--- src/rtl/compute_tile_pkg.sv ---
// Shared compute-tile types: row-sequencer state encoding and default index width.
package compute_tile_pkg;

    localparam int SEL_W_DEFAULT = 4;

    typedef enum logic {
        IDLE = 1'b0,
        RUN  = 1'b1
    } seq_state_e;

endpackage

--- src/rtl/row_select_sequencer_onehot_decoder.sv ---
// Parametrised SEL_W -> 2^SEL_W one-hot decoder with enable; output is all zero when disabled.
module onehot_decoder #(
    parameter int SEL_W = 4
) (
    input  logic                    i_en,
    input  logic [SEL_W-1:0]        i_idx,
    output logic [(1<<SEL_W)-1:0]   o_onehot
);

    always_comb begin
        o_onehot = '0;
        if (i_en) begin
            o_onehot[i_idx] = 1'b1;
        end
    end

endmodule

--- src/rtl/row_select_sequencer.sv ---
// Burst row-select sequencer: walks a one-hot select from cmd_base for cmd_len beats with wrap.
// Optional broadcast command (single all-ones beat) enabled by defining ROW_SEL_BCAST_EN.
module row_select_sequencer
    import compute_tile_pkg::*;
#(
    parameter int SEL_W = SEL_W_DEFAULT,
    parameter int LEN_W = SEL_W + 1
) (
    input  logic                    clk,
    input  logic                    rst,
    input  logic                    cmd_valid,
    output logic                    cmd_ready,
    input  logic [SEL_W-1:0]        cmd_base,
    input  logic [LEN_W-1:0]        cmd_len,
`ifdef ROW_SEL_BCAST_EN
    input  logic                    cmd_bcast,
`endif
    output logic                    sel_valid,
    input  logic                    sel_ready,
    output logic [(1<<SEL_W)-1:0]   sel_onehot,
    output logic [SEL_W-1:0]        sel_idx,
    output logic                    busy,
    output logic                    done
);

    localparam int OUT_N = 1 << SEL_W;

    seq_state_e         r_state;
    seq_state_e         w_next_state;
    logic [SEL_W-1:0]   r_cur_idx;
    logic [LEN_W-1:0]   r_remaining;
    logic               r_done;

    logic               w_accept;
    logic               w_cmd_bcast;
    logic               w_cmd_walk;
    logic               w_beat_take;
    logic               w_last_beat;
    logic               w_bcast_active;
    logic [OUT_N-1:0]   w_dec_onehot;

    assign w_accept    = cmd_valid && cmd_ready;
    assign w_beat_take = (r_state == RUN) && sel_ready;
    assign w_last_beat = w_beat_take && (r_remaining == LEN_W'(1));

`ifdef ROW_SEL_BCAST_EN
    logic r_bcast;

    assign w_cmd_bcast    = cmd_bcast;
    assign w_bcast_active = r_bcast && (r_state == RUN);

    // Broadcast flag lives for exactly the single beat of a broadcast burst.
    always_ff @(posedge clk or posedge rst) begin
        if (rst) begin
            r_bcast <= 1'b0;
        end else if (w_accept) begin
            r_bcast <= cmd_bcast;
        end else if (w_last_beat) begin
            r_bcast <= 1'b0;
        end
    end
`else
    assign w_cmd_bcast    = 1'b0;
    assign w_bcast_active = 1'b0;
`endif

    // A zero-length walk is accepted but never leaves IDLE; broadcast ignores length.
    assign w_cmd_walk = w_accept && (w_cmd_bcast || (cmd_len != '0));

    always_ff @(posedge clk or posedge rst) begin
        if (rst) begin
            r_state <= IDLE;
        end else begin
            r_state <= w_next_state;
        end
    end

    always_comb begin
        w_next_state = r_state;
        case (r_state)
            IDLE: begin
                if (w_cmd_walk) begin
                    w_next_state = RUN;
                end
            end
            RUN: begin
                if (w_last_beat) begin
                    w_next_state = IDLE;
                end
            end
            default: w_next_state = IDLE;
        endcase
    end

    // Index and beat counter only move on a consumed beat, so a stall holds the row stable.
    always_ff @(posedge clk or posedge rst) begin
        if (rst) begin
            r_cur_idx   <= '0;
            r_remaining <= '0;
            r_done      <= 1'b0;
        end else begin
            r_done <= (w_accept && !w_cmd_walk) || w_last_beat;
            if (w_cmd_walk) begin
                r_cur_idx   <= cmd_base;
                r_remaining <= w_cmd_bcast ? LEN_W'(1) : cmd_len;
            end else if (w_beat_take) begin
                r_remaining <= r_remaining - LEN_W'(1);
                if (!w_last_beat) begin
                    r_cur_idx <= r_cur_idx + SEL_W'(1);
                end
            end
        end
    end

    always_comb begin
        cmd_ready = (r_state == IDLE);
        sel_valid = (r_state == RUN);
        busy      = (r_state == RUN);
        done      = r_done;
        sel_idx   = r_cur_idx;
    end

    onehot_decoder #(
        .SEL_W    (SEL_W)
    ) u_decoder (
        .i_en     (sel_valid),
        .i_idx    (r_cur_idx),
        .o_onehot (w_dec_onehot)
    );

    assign sel_onehot = w_dec_onehot | {OUT_N{w_bcast_active}};

endmodule
--- config.mk ---
export PLATFORM = sky130hd
export DESIGN_NAME = row_select_sequencer
export DESIGN_NICKNAME = d
export VERILOG_FILES = /design/src/rtl/compute_tile_pkg.sv /design/src/rtl/row_select_sequencer_onehot_decoder.sv /design/src/rtl/row_select_sequencer.sv
export SDC_FILE = /design/constraint.sdc
export NUM_CORES = 1
export LEC_CHECK = 0
export BUFFER_PORTS_ARGS = -buffer_cell sky130_fd_sc_hd__buf_2
export CORE_UTILIZATION = 49
export CTS_CLUSTER_SIZE = 20
export DETAILED_ROUTE_END_ITERATION = 7
export MAX_ROUTING_LAYER = met4
export PLACE_DENSITY = 0.81
export SETUP_SLACK_MARGIN = 0.05
export SLEW_MARGIN = 20
export SYNTH_ARGS = -nofsm -noshare
export SYNTH_HDL_FRONTEND = slang
export SYNTH_SLANG_ARGS = --single-unit
--- constraint.sdc ---
create_clock -name clk -period 4.5 [get_ports clk]
set_input_delay 0.45 -clock clk [delete_from_list [all_inputs] [get_ports clk]]
set_output_delay 0.45 -clock clk [all_outputs]
set_load 0.005 [all_outputs]
======== Word-level counts from Yosys, hierarchy flattened ========
Cells that the tools add are included.
cells by class
  $add $sub $neg .......................... 2
  $lt $le $gt $ge ......................... 2
  equality and inequality tests ........... 2
  muxes and demuxes ....................... 11
  bitwise logic cells ..................... 1
  reductions and logical operators ........ 11
operators with widths
  operator                                             number
  two-way mux 16 bit                                   1
  two-way mux 4 bit                                    3
  two-way mux 5 bit                                    2
  logical AND 1 bit                                    6
  equality test 5 x 1 -> 1 bit, second input constant  1
  < comparator 4 x 5 -> 1 bit, second input constant   1
  nonzero test 5 bit                                   1
  subtractor 5 x 1 -> 5 bit, second input constant     1
  adder 4 x 1 -> 4 bit, second input constant          1
  demux 1 bit (select 4 bit)                           1
  >= comparator 4 x 1 -> 1 bit, second input constant  1
  two-way mux 1 bit                                    3
  inequality test 2 bit, second input constant         1
  case mux 1 bit (2 select lines)                      1
  AND reduction 2 bit                                  1
  nonzero test 2 bit                                   1
  logical NOT 1 bit                                    1
  logical OR 1 bit                                     1
  inverter 1 bit                                       1
storage, ports and cells
  register bits after elaboration ......... 11
  input bits .............................. 13

======== Logic depth before layout (Yosys ltp) ========
Gate-level depths: netlist of run 1.
  word-level depth ........................ 6
  depth in mapped cells ................... 6
  gate-level depth less buffers ........... 6

======== Modules after synthesis ========
From an unflattened synthesis of run 1, not the netlist that was laid out.
second synthesis, totals
  cells, all modules ...................... 92
  area, all modules ....................... 794.5 um^2
by module, submodules not included
  module                times used  cells an instance  area each (um^2)
  row_select_sequencer  1           69                 676.9
  onehot_decoder        1           23                 117.6

======== Worst setup path after synthesis of run 1 ========
OpenSTA, ideal clock, no wires.
  kind .................................... register to output
  start point ............................. register r_cur_idx[2] (netlist: sel_idx[2])
  end point ............................... output sel_onehot[10]
  arrival time ............................ 1.006 ns
  required time ........................... 4.050 ns
  setup slack ............................. 3.044 ns
  cell stages (with the launch flop) ...... 5
  path buffers ............................ 1
  cell sequence ........................... dfrtp_1 clkbuf_1 inv_1 and3_1 and2_1
on the way
  word-level cells in the longest chain between the ends .. 5
  elaborated cells between the ends (all ways) .. 6
RTL lines
  element                                                                                                   line                                       text
  from (decl)                                                                                               row_select_sequencer.sv:30                 logic [SEL_W-1:0] r_cur_idx;
  from (signal assigned)                                                                                    row_select_sequencer.sv:104                r_cur_idx <= cmd_base;
  from (signal assigned)                                                                                    row_select_sequencer.sv:109                r_cur_idx <= r_cur_idx + SEL_W'(1);
  < comparator 4 x 5 -> 1 bit (not written as such) / >= comparator 4 x 1 -> 1 bit (equally long branches)  row_select_sequencer_onehot_decoder.sv:13  o_onehot[i_idx] = 1'b1;
  logical AND 1 bit (not written as such)                                                                   row_select_sequencer_onehot_decoder.sv:13
  two-way mux 1 bit (not written as such)                                                                   row_select_sequencer_onehot_decoder.sv:13
  demux 1 bit (select 4 bit) *                                                                              n/a
  two-way mux 16 bit *                                                                                      row_select_sequencer_onehot_decoder.sv:12  if (i_en) begin
  to (decl)                                                                                                 row_select_sequencer.sv:20                 output logic [(1<<SEL_W)-1:0] sel_onehot,
Mark *: on every way between the ends. The rest lies on a longest branch, timed or not.

======== Worst setup path in the final report of run 1 ========
  start point ............................. register r_state (netlist: busy)
  end point ............................... output sel_onehot[7]
on the way
  word-level cells in the longest chain between the ends .. 1
RTL lines
  element                 line                                       text
  from (decl)             row_select_sequencer.sv:28                 seq_state_e r_state;
  from (signal assigned)  row_select_sequencer.sv:74                 r_state <= w_next_state;
  two-way mux 16 bit      row_select_sequencer_onehot_decoder.sv:12
No other way between the ends.

==> results of run 1 <==
## cell usage after synthesis, types with 2 or more instances
cell type | count | area, um2
a21oi_1 | 5 | 25.02
a221o_1 | 3 | 30.03
and2_1 | 12 | 75.07
and3_1 | 2 | 12.51
clkbuf_1 | 2 | 7.510
dfrtp_1 | 11 | 275.3
ha_1 | 6 | 75.07
inv_1 | 7 | 26.28
nand2_1 | 6 | 22.52
nand3_1 | 4 | 20.02
nor2_1 | 11 | 41.29
nor3_1 | 7 | 35.03
nor3b_1 | 2 | 15.01
xnor2_1 | 6 | 52.55
## sequential cells by signal, summed over array words and instances (netlist names)
| name | flops |
|---|---|
| busy | 1 |
| r_remaining | 5 |
| done | 1 |
| sel_idx | 4 |
## final timing paths
kind | start | end | cells after the start
max | busy | sel_onehot[7] | 4
min | rst | r_remaining[4] | 2
max reg2reg | busy | r_remaining[3] | 4
min reg2reg | r_remaining[1] | r_remaining[1] | 2
max in group asynchronous | rst | r_remaining[0] | 2
min in group clk | cmd_len[4] | r_remaining[4] | 2
## layer usage
layer	up-vias	track usage [%]	routed length [um]	part of all wire, %
li1	391	-	-	-
met1	364	26.13	811	44
met2	26	32.42	863	47
met3	6	6.809	113	6.2
met4	0	6.667	43	2.3
met5	-	-	0	0
## through the flow
step                setup WS (ns)  hold WS, ns  utilization [%]  area, um2
finish                      2.514       0.1654            66.07       1018
global route                2.388       0.2043            66.07       1018
CTS                         2.515       0.1736            66.07       1018
detailed placement          2.781       0.4656            64.37      992.2
global placement            2.832       0.4482            64.37      992.2
floorplan                   3.044       0.3024                -      823.3
## logic make-up after synthesis
logic type                 count (synthesis)  synth area share, %
adders and majority gates                  6                9.118
DFF                                       11                33.43
and+or+nand+nor                           48                32.22
AOI/OAI and AO/OA                         12                10.64
buffers and inverters                     12                6.991
muxes                                      1                1.216
xor gates and xnor gates                   6                6.383
## cell type report
type	count	area share [%]
tap	16	1.966
multi-input combinational	73	48.16
sequential	11	27.03
inverter	7	2.580
clock buffer	4	2.580
timing repair buffer	36	17.69
## report_power, final
part / internal, uW / switching, uW
Sequential: 146 / 73.6
Clock: 34.3 / 31.9
Combinational: 187 / 175
==> metrics.md, run 1 <==
| Metric | Value |
|---|---|
| Status | `complete, no violations` |
| Final Max Tran Viols | `0` |
| Post-cts resize count | `0` |
| Die area | `1848 um2` |
| Hold Vio Cnt, Final | `0` |
| Die W | `42.99 um` |
| Yosys warning count | `0` |
| Pleak | `0.0005577 uW` |
| Max cap viols | `0` |
| Row count | `14` |
| Worst Path Class, Setup | `reg2out` |
| Worst-path fanout max | `10` |
| Largest stage delay, worst path | `0.54 ns` |
| # setup viols final | `0` |
| Post-synth EDFFs | `0` |
| Yosys reg bits | `11` |
| Worst-Skew Late Latency | `0.27 ns` |
| TritonCTS clock tree | `done` |
| First-pass GRT wire length | `2829 um` |
| CTS buffer count | `3` |
| WL final | `1831 um` |
| Top-level I/O count | `37` |
| # clock sinks | `11` |
| H-tree depth | `1` |
| Syn Inst Count | `96` |
| Clk slew on worst S/H paths | `0.07 ns` |
| Core Area | `1541 um2` |
| Vias/cell | `5.354` |
| CP delay by family, top | `flip-flops` |
| Initial antenna violation count | `0` |
| Setup slack, reg-to-reg | `2.81 ns` |
| Final nets | `151` |
| Sequential share of the synthesized area | `33.43%` |
| Area growth from synthesis to layout | `23.71%` |
| Maximum vdd drop | `349.1 uV` |
| Overall global routing resource usage | `21.00%` |
| Filler cells | `132` |
| Final min period | `1.986 ns` |
| HPWL Detailed | `1471 um` |
| Grt ovf | `0` |
| Fraction of registers with async set/reset | `100.0%` |
| Synth Net Count | `115` |
| Bufs and invs on worst path | `2` |
| FMAX | `503.5 MHz` |
| Arrival time worst endpoint | `1.54 ns` |
| Seq. cell area | `275.3 um2` |
| Placed Cells | `143` |
| Critical path's slowest cell | `dfrtp_1` |
| Worst Path Required | `4.05 ns` |
| Via count | `787` |
| Clk_skew | `0.003589 ns` |
| RSZ-0062 raised after global routing | `no` |
| Slew headroom | `71.14%` |
| N_diodes | `0` |
| Initial Utilization | `53.41%` |
| Worst-path cell chain | `inv_1 -> nor3_1 -> and2_1 -> buf_2` |
| CP endpoint kind | `output pin` |
| Final cell count without fillers | `147` |
| Most common cell after layout, fill and taps aside | `buf_2` |
| GP Congestion | `0.8906` |
| Crit share post-route | `44.13%` |
| Initial DRC count | `19` |
| Yosys cell types | `26` |
| P per Cell Area | `635.8 nW/um2` |
| Proportion of layout cells with a drive suffix above 1 | `32.82%` |
| Root buffer cell | `clkbuf_4` |
| Vias in the first global route | `684` |
| Setup TNS | `0 ns` |
| Overall Power | `647.5 uW` |
| Antenna viol nets, final | `0` |
| Commonest non-fill, non-tap cells in the layout | `buf_2 (36), and2_1 (12), nor2_1 (11), dfrtp_1 (11)` |
| Top_reg_cell synth | `dfrtp_1` |
| Multi-input logic area | `490.5 um2` |
| Number of port buffers | `36` |
| Mapped cell area | `823.3 um2` |
| Critical Path Source Type | `flop` |
| CTS Buffer Depth | `2` |
| Avg Inst Size Synth | `8.576 um2` |
| Residual DRC | `0` |
| Die Y | `42.99 um` |
| Pre-Repair DR Iteration Count | `4` |
| Wire per inst | `12.46 um` |
| Hold buffer count at CTS | `0` |
| Postcts setup bufs | `0` |
| HP Class | `in2async` |
| Largest net degree at the start of global routing | `12` |
| Least-Margin Pin Slew | `0.4318 ns` |
Power figures use the tool's default switching activity.
==> run 2, diff against run 1 <==
--- a/config.mk
+++ b/config.mk
@@ -6,11 +6,11 @@
 export NUM_CORES = 1
 export LEC_CHECK = 0
 export BUFFER_PORTS_ARGS = -buffer_cell sky130_fd_sc_hd__buf_2
-export CORE_UTILIZATION = 49
+export CORE_UTILIZATION = 41
 export CTS_CLUSTER_SIZE = 20
 export DETAILED_ROUTE_END_ITERATION = 7
 export MAX_ROUTING_LAYER = met4
-export PLACE_DENSITY = 0.81
+export PLACE_DENSITY = 0.72
 export SETUP_SLACK_MARGIN = 0.05
 export SLEW_MARGIN = 20
 export SYNTH_ARGS = -nofsm -noshare
==> constraint.sdc (replaced) <==
create_clock -name clk -period 1.7 [get_ports clk]
set_input_delay 0.17 -clock clk [delete_from_list [all_inputs] [get_ports clk]]
set_output_delay 0.17 -clock clk [all_outputs]
set_load 0.005 [all_outputs]
==> metrics.md, run 2 (same netlist as run 1, synthesis figures left out) <==
| Metric | Value |
|---|---|
| Status | `complete, no violations` |
| Setup slack after layout | `0.1047 ns (-2.409 ns)` |
| Via count | `784 (-0.38%)` |
| Finished Core Util | `58.54% (-7.5 points)` |
| Hold Vio Cnt, Final | `0 (unchanged)` |
| Fin area | `1055 um2 (+3.6%)` |
| Final cell count without fillers | `159 (+8.2%)` |
| TritonCTS clock tree | `done` |
| Top-level I/O count | `37 (unchanged)` |
| N_diodes | `0 (unchanged)` |
| GP Congestion | `0.8682 (-2.5%)` |
| Arrival time worst endpoint | `1.43 ns (-0.11 ns)` |
| Initial Utilization | `45.69% (-7.7 points)` |
| Antenna viol nets, final | `0 (unchanged)` |
| Row count | `15 (+1)` |
| Least-Margin Pin Slew | `0.4228 ns (-0.008992 ns)` |
| End of the critical path | `sel_onehot[6]` |
| Most common cell after layout, fill and taps aside | `buf_2` |
| Critical R2R Launch | `r_remaining[0]` |
| Place WS | `0.2212 ns (-2.559 ns)` |
| Slew headroom | `71.74% (+0.60 points)` |
| R2r worst-path depth | `6 (+2)` |
| Worst-Skew Late Latency | `0.27 ns (about the same)` |
| Maximum vdd drop | `769.5 uV (+120%)` |
| # clock sinks | `11 (unchanged)` |
| RSZ-0062 raised after global routing | `yes` |
| Grt ovf | `0 (unchanged)` |
| Root buffer cell | `clkbuf_4` |
| Clk slew on worst S/H paths | `0.06 ns (about the same)` |
| Placed Area | `1018 um2 (+2.6%)` |
| Clk_skew | `0.001227 ns (-0.002362 ns)` |
| Proportion of layout cells with a drive suffix above 1 | `33.58% (+0.76 points)` |
| HP Class | `in2reg` |
| Critical Path Source | `busy` |
| Largest register FFs | `5 (unchanged)` |
| Number of port buffers | `36 (unchanged)` |
| Worst Path Class, Setup | `reg2out` |
| Max cap viols | `0 (unchanged)` |
| First-pass GRT wire length | `2697 um (-4.7%)` |
| Filler cells | `171 (+30%)` |
| FMAX | `626.8 MHz` |
| Core Area | `1802 um2 (+17%)` |
| Worst-path fanout max | `9 (-1)` |
| Final Max Tran Viols | `0 (unchanged)` |
| Overall global routing resource usage | `18.80% (-2.2 points)` |
| Initial antenna violation count | `0 (unchanged)` |
| Setup slack, reg-to-reg | `0.20 ns (-2.61 ns)` |
| CTS buffer count | `3 (unchanged)` |
| Largest net degree at the start of global routing | `12 (unchanged)` |
| Placed Cells | `154 (+7.7%)` |
| CTS Buffer Depth | `2 (unchanged)` |
| Area growth from synthesis to layout | `28.12%` |
| Initial DRC count | `19 (unchanged)` |
| Postcts setup bufs | `0 (unchanged)` |
| Die Y | `46.81 um (+8.9%)` |
| Crit share post-route | `93.84%` |
| Residual DRC | `0 (unchanged)` |
| Worst R2R End | `r_remaining[4]` |
| H-tree depth | `1 (unchanged)` |
| Overall Power | `1713 uW (+160%)` |
| Pleak | `0.0005703 uW (+2.3%)` |
| Wire per inst | `11.19 um (-10%)` |
| P per Cell Area | `1624 nW/um2 (+160%)` |
| Die W | `46.81 um (+8.9%)` |
| Most flops, register | `r_remaining` |
| Pre-Repair DR Iteration Count | `4 (unchanged)` |
| CP endpoint kind | `output pin` |
| WL final | `1779 um (-2.8%)` |
| HPWL Detailed | `1402 um (-4.7%)` |
| Vias in the first global route | `589 (-14%)` |
| Die area | `2191 um2 (+19%)` |
| Vias/cell | `4.931 (-7.9%)` |
| # setup viols final | `0 (unchanged)` |
| Final min period | `1.595 ns` |
| Post-cts resize count | `0 (unchanged)` |
| Final nets | `154 (+2.0%)` |
| Worst Path Required | `1.53 ns (-2.52 ns)` |
| Commonest non-fill, non-tap cells in the layout | `buf_2 (36), and2_1 (12), nor2_1 (11), dfrtp_1 (11)` |
| Critical Path Source Type | `flop` |
-- run 2: changes by cell type in the layout (fill, tap and decap cells not counted), sizes merged --
cell,delta
dlygate4sd3,+1
buf,+2
-- run 2: worst min-delay path by stage --
stage          startpoint             end  slack (ns)  cells past startpoint
2_1_floorplan         rst            busy        0.02                      1
3_3_place_gp          rst            done        0.18                      2
3_5_place_dp          rst            busy        0.18                      2
4_1_cts        cmd_len[3]  r_remaining[3]        0.14                      2
5_1_grt        cmd_len[3]  r_remaining[3]        0.14                      2
6_report       cmd_len[1]  r_remaining[1]        0.14                      3
-- run 2: where the power goes --
group          internal, uW  switching [uW]
clock network          91.0            83.6
registers               387             175
logic                   510             467
total                   988             725
-- run 2: final cells by class --
| class | instances | area, um2 | area share [%] |
|---|---|---|---|
| multi-input cells | 73 | 490.5 | 46.50 |
| flip-flops and latches | 11 | 275.3 | 26.10 |
| repair buffers | 39 | 205.2 | 19.45 |
| well taps | 25 | 31.28 | 2.966 |
| clock buffers | 4 | 26.28 | 2.491 |
| inverters | 7 | 26.28 | 2.491 |
-- run 2: per-stage QoR --
stage | hold WS (ns) | setup TNS (ns)
after floorplan | 0.02244 | 0
after global placement | 0.1807 | 0
after detailed placement | 0.1805 | 0
after CTS | 0.1381 | 0
after global routing | 0.1403 | -0.009264
final | 0.1417 | 0
-- run 2: timing repair --
item / CTS / global route
hold buffers: 1 / 0
endpoints found under the hold margin: 11 / 0
setup endpoints to repair: 0 / 6
-- run 2: routing by layer --
metal,track usage (%),wire length [um],share of wire [%],vias to the layer above
met2,27.22,854,48,27
met1,23.21,778,44,355
li1,-,-,-,397
met4,7.429,28,1.6,0
met3,7.692,117,6.6,5
met5,-,0,0,-
-- run 2: worst max-delay path, stage by stage (launching register included) --
cell and delay [ns]:
dfrtp_1 0.39, buf_4 0.17, inv_1 0.09, nor3_1 0.24, and2_1 0.16, buf_2 0.10
==> run 3, diff against run 2 <==
--- a/config.mk
+++ b/config.mk
@@ -5,6 +5,7 @@
 export SDC_FILE = /design/constraint.sdc
 export NUM_CORES = 1
 export LEC_CHECK = 0
+export ABC_AREA = 1
 export BUFFER_PORTS_ARGS = -buffer_cell sky130_fd_sc_hd__buf_2
 export CORE_UTILIZATION = 41
 export CTS_CLUSTER_SIZE = 20
==> metrics.md, run 3 <==
| Metric | Value |
|---|---|
| HP Class | `in2reg` |
| Yosys cell types | `19 (-27%)` |
| N_diodes | `0 (unchanged)` |
| Most flops, register | `r_remaining` |
| Finished Core Util | `58.56% (about the same)` |
| Overall global routing resource usage | `20.52% (+1.7 points)` |
| Vias/cell | `4.809 (-2.5%)` |
| Grt ovf | `0 (unchanged)` |
| CP delay by family, top | `flip-flops` |
| TritonCTS clock tree | `done` |
| WHS | `0.1369 ns (-0.004781 ns)` |
| Crit share post-route | `91.51% (-2.3 points)` |
| Syn Inst Count | `124 (+29%)` |
| Core Area | `1821 um2 (+1.0%)` |
| Synth Net Count | `143 (+24%)` |
| P per Cell Area | `1601 nW/um2 (-1.4%)` |
| Largest register FFs | `5 (unchanged)` |
| Sequential share of the synthesized area | `32.88% (-0.55 points)` |
| # setup viols final | `0 (unchanged)` |
| RSZ-0062 raised after global routing | `no` |
| Clk slew on worst S/H paths | `0.07 ns (about the same)` |
| Worst Path Class, Setup | `reg2out` |
| H-tree depth | `1 (unchanged)` |
| Worst Path Required | `1.53 ns (about the same)` |
| Yosys reg bits | `11 (unchanged)` |
| Mapped cell area | `837.1 um2 (+1.7%)` |
| Synth cell count leaders | `nand2_1 (36), nor2_1 (21), nand3_1 (14)` |
| Die W | `47.19 um (+0.80%)` |
| Worst-path cell chain | `inv_1 -> ha_1 -> nand2_1 -> nor2_1 -> buf_2` |
| Fraction of registers with async set/reset | `100.0% (unchanged)` |
| Maximum vdd drop | `699.7 uV (-9.1%)` |
| Yosys warning count | `0 (unchanged)` |
| Slew headroom | `70.44% (-1.3 points)` |
| Wire per inst | `10.48 um (-6.3%)` |
| Critical Path Source Type | `flop` |
| Pleak | `0.0006353 uW (+11%)` |
| Vias in the first global route | `726 (+23%)` |
| Commonest non-fill, non-tap cells in the layout | `nand2_1 (36), buf_2 (36), nor2_1 (21), nand3_1 (14), inv_1 (12)` |
| Post-synth EDFFs | `0 (unchanged)` |
| # clock sinks | `11 (unchanged)` |
| Residual DRC | `0 (unchanged)` |
| FMAX | `642.8 MHz (+2.6%)` |
| Setup slack after layout | `0.1444 ns (+0.03971 ns)` |
| Die area | `2226 um2 (+1.6%)` |
| Largest net degree at the start of global routing | `13 (+1)` |
| Top_reg_cell synth | `dfrtp_1` |
| Worst R2R End | `sel_idx[3]` |
| Top cells by area, synth | `dfrtp_1 (33%), nand2_1 (16%), nor2_1 (9.4%), ha_1 (9.0%), nand3_1 (8.4%)` |
| Max cap viols | `0 (unchanged)` |
| Setup slack, reg-to-reg | `0.35 ns (+0.15 ns)` |
| Arrival time worst endpoint | `1.39 ns (-0.04 ns)` |
| Initial antenna violation count | `0 (unchanged)` |
| Avg Inst Size Synth | `6.750 um2 (-21%)` |
| Final nets | `183 (+19%)` |
| Worst-path fanout max | `7 (-2)` |
| Area share of the largest cell type after synthesis | `32.88% (-0.55 points)` |
| CTS Buffer Depth | `2 (unchanged)` |
| Final min period | `1.556 ns (-0.03971 ns)` |
| Area growth from synthesis to layout | `27.35%` |
| Die Y | `47.19 um (+0.80%)` |
| Status | `complete, no violations` |
| Place WS | `0.3844 ns (+0.1632 ns)` |
| WL final | `1970 um (+11%)` |
| Post-cts resize count | `0 (unchanged)` |
| Initial DRC count | `24 (+5)` |
| R2r worst-path depth | `8 (+2)` |
| Top-count cell post-synth | `nand2_1` |
| Least-Margin Pin Slew | `0.4430 ns (+0.02016 ns)` |
| Root buffer cell | `clkbuf_4` |
| Largest stage delay, worst path | `0.48 ns (+0.09 ns)` |
| Via count | `904 (+15%)` |
| Antenna viol nets, final | `0 (unchanged)` |
| First-pass GRT wire length | `3063 um (+14%)` |
| Setup TNS | `0 ns (unchanged)` |
| GP Congestion | `0.9032 (+4.0%)` |
| Hold Vio Cnt, Final | `0 (unchanged)` |
| Worst hold start | `cmd_len[0]` |
| Synth area leader | `dfrtp_1` |
| Critical path's slowest cell | `dfrtp_1` |
| Row count | `15 (unchanged)` |
| Top-level I/O count | `37 (unchanged)` |
| CTS buffer count | `3 (unchanged)` |
| Proportion of layout cells with a drive suffix above 1 | `28.83% (-4.7 points)` |
| Clk_skew | `0.0004159 ns (-0.0008107 ns)` |
| Hold path cells | `3 (unchanged)` |
| Bufs and invs on worst path | `2 (-1)` |
| Initial Utilization | `45.98% (+0.28 points)` |
| Critical R2R Launch | `busy` |
| Final Max Tran Viols | `0 (unchanged)` |
| Number of port buffers | `36 (unchanged)` |
| Pre-Repair DR Iteration Count | `4 (unchanged)` |
| Worst-Skew Late Latency | `0.27 ns (about the same)` |
| Hold endpoint | `r_remaining[0]` |
| HPWL Detailed | `1525 um (+8.8%)` |
| CP endpoint kind | `output pin` |
-- run 3: worst register-to-register path, stage by stage, from the launching register on --
cell	delay, ns
dfrtp_1	0.48
inv_2	0.10
nand2_2	0.06
inv_2	0.15
nand2_4	0.12
nand2_2	0.14
inv_1	0.08
nand2_1	0.07
nand2_1	0.06
-- run 3: power breakdown --
group / total (uW) / internal, uW / switching [uW]
Clock: 183 / 90.7 / 92.5
Combinational: 989 / 399 / 590
Sequential: 534 / 383 / 151
Total: 1710 / 873 / 833
-- run 3: how the worst max path moves through the flow --
stage	start	end	slack, ns	cells after the start
4_1_cts	sel_idx[0]	sel_onehot[8]	0.14	5
5_1_grt	sel_idx[0]	sel_onehot[6]	0.05	5
6_report	sel_idx[0]	sel_onehot[8]	0.14	5
2_1_floorplan	busy	sel_idx[3]	0.49	9
3_5_place_dp	busy	sel_idx[0]	0.38	8
3_3_place_gp	busy	sel_idx[1]	0.44	8
-- run 3: per-layer routing --
layer / GRT usage, % / share of wire, % / wire, um
met2: 33.89 / 48 / 947
met3: 2.308 / 4.3 / 84
met5: - / 0 / 0
met4: 8.571 / 0.76 / 15
met1: 25.23 / 47 / 922
-- run 3: per-stage QoR --
| step | area, um2 | cells | total power (uW) |
|---|---|---|---|
| floorplan | 837.1 | 124 | 1226 |
| global placement | 1030 | 183 | 1501 |
| detailed placement | 1030 | 183 | 1516 |
| CTS | 1066 | 188 | 1712 |
| global route | 1066 | 188 | 1896 |
| finish | 1066 | 188 | 1706 |
-- run 3: timing repair --
| item | CTS | global route |
|---|---|---|
| hold buffers | 1 | 0 |
| endpoints found under the hold margin | 11 | 0 |
| setup buffers | 0 | 0 |
-- run 3: final cells by class --
type	count	area [um2]
fillers	188	754.5
multi-input cells	95	483.0
flip-flops and latches	11	275.3
repair buffers	37	190.2
inverters	16	60.06
well taps	25	31.28
clock buffers	4	26.28
-- run 3: cells by family after synthesis --
family / after synthesis / synth area share, %
flops: 11 / 32.88
simple gates: 79 / 40.81
xor+xnor: 3 / 3.140
fa+ha+maj: 6 / 8.968
compound gates: 7 / 4.783
buf+inv: 18 / 9.416
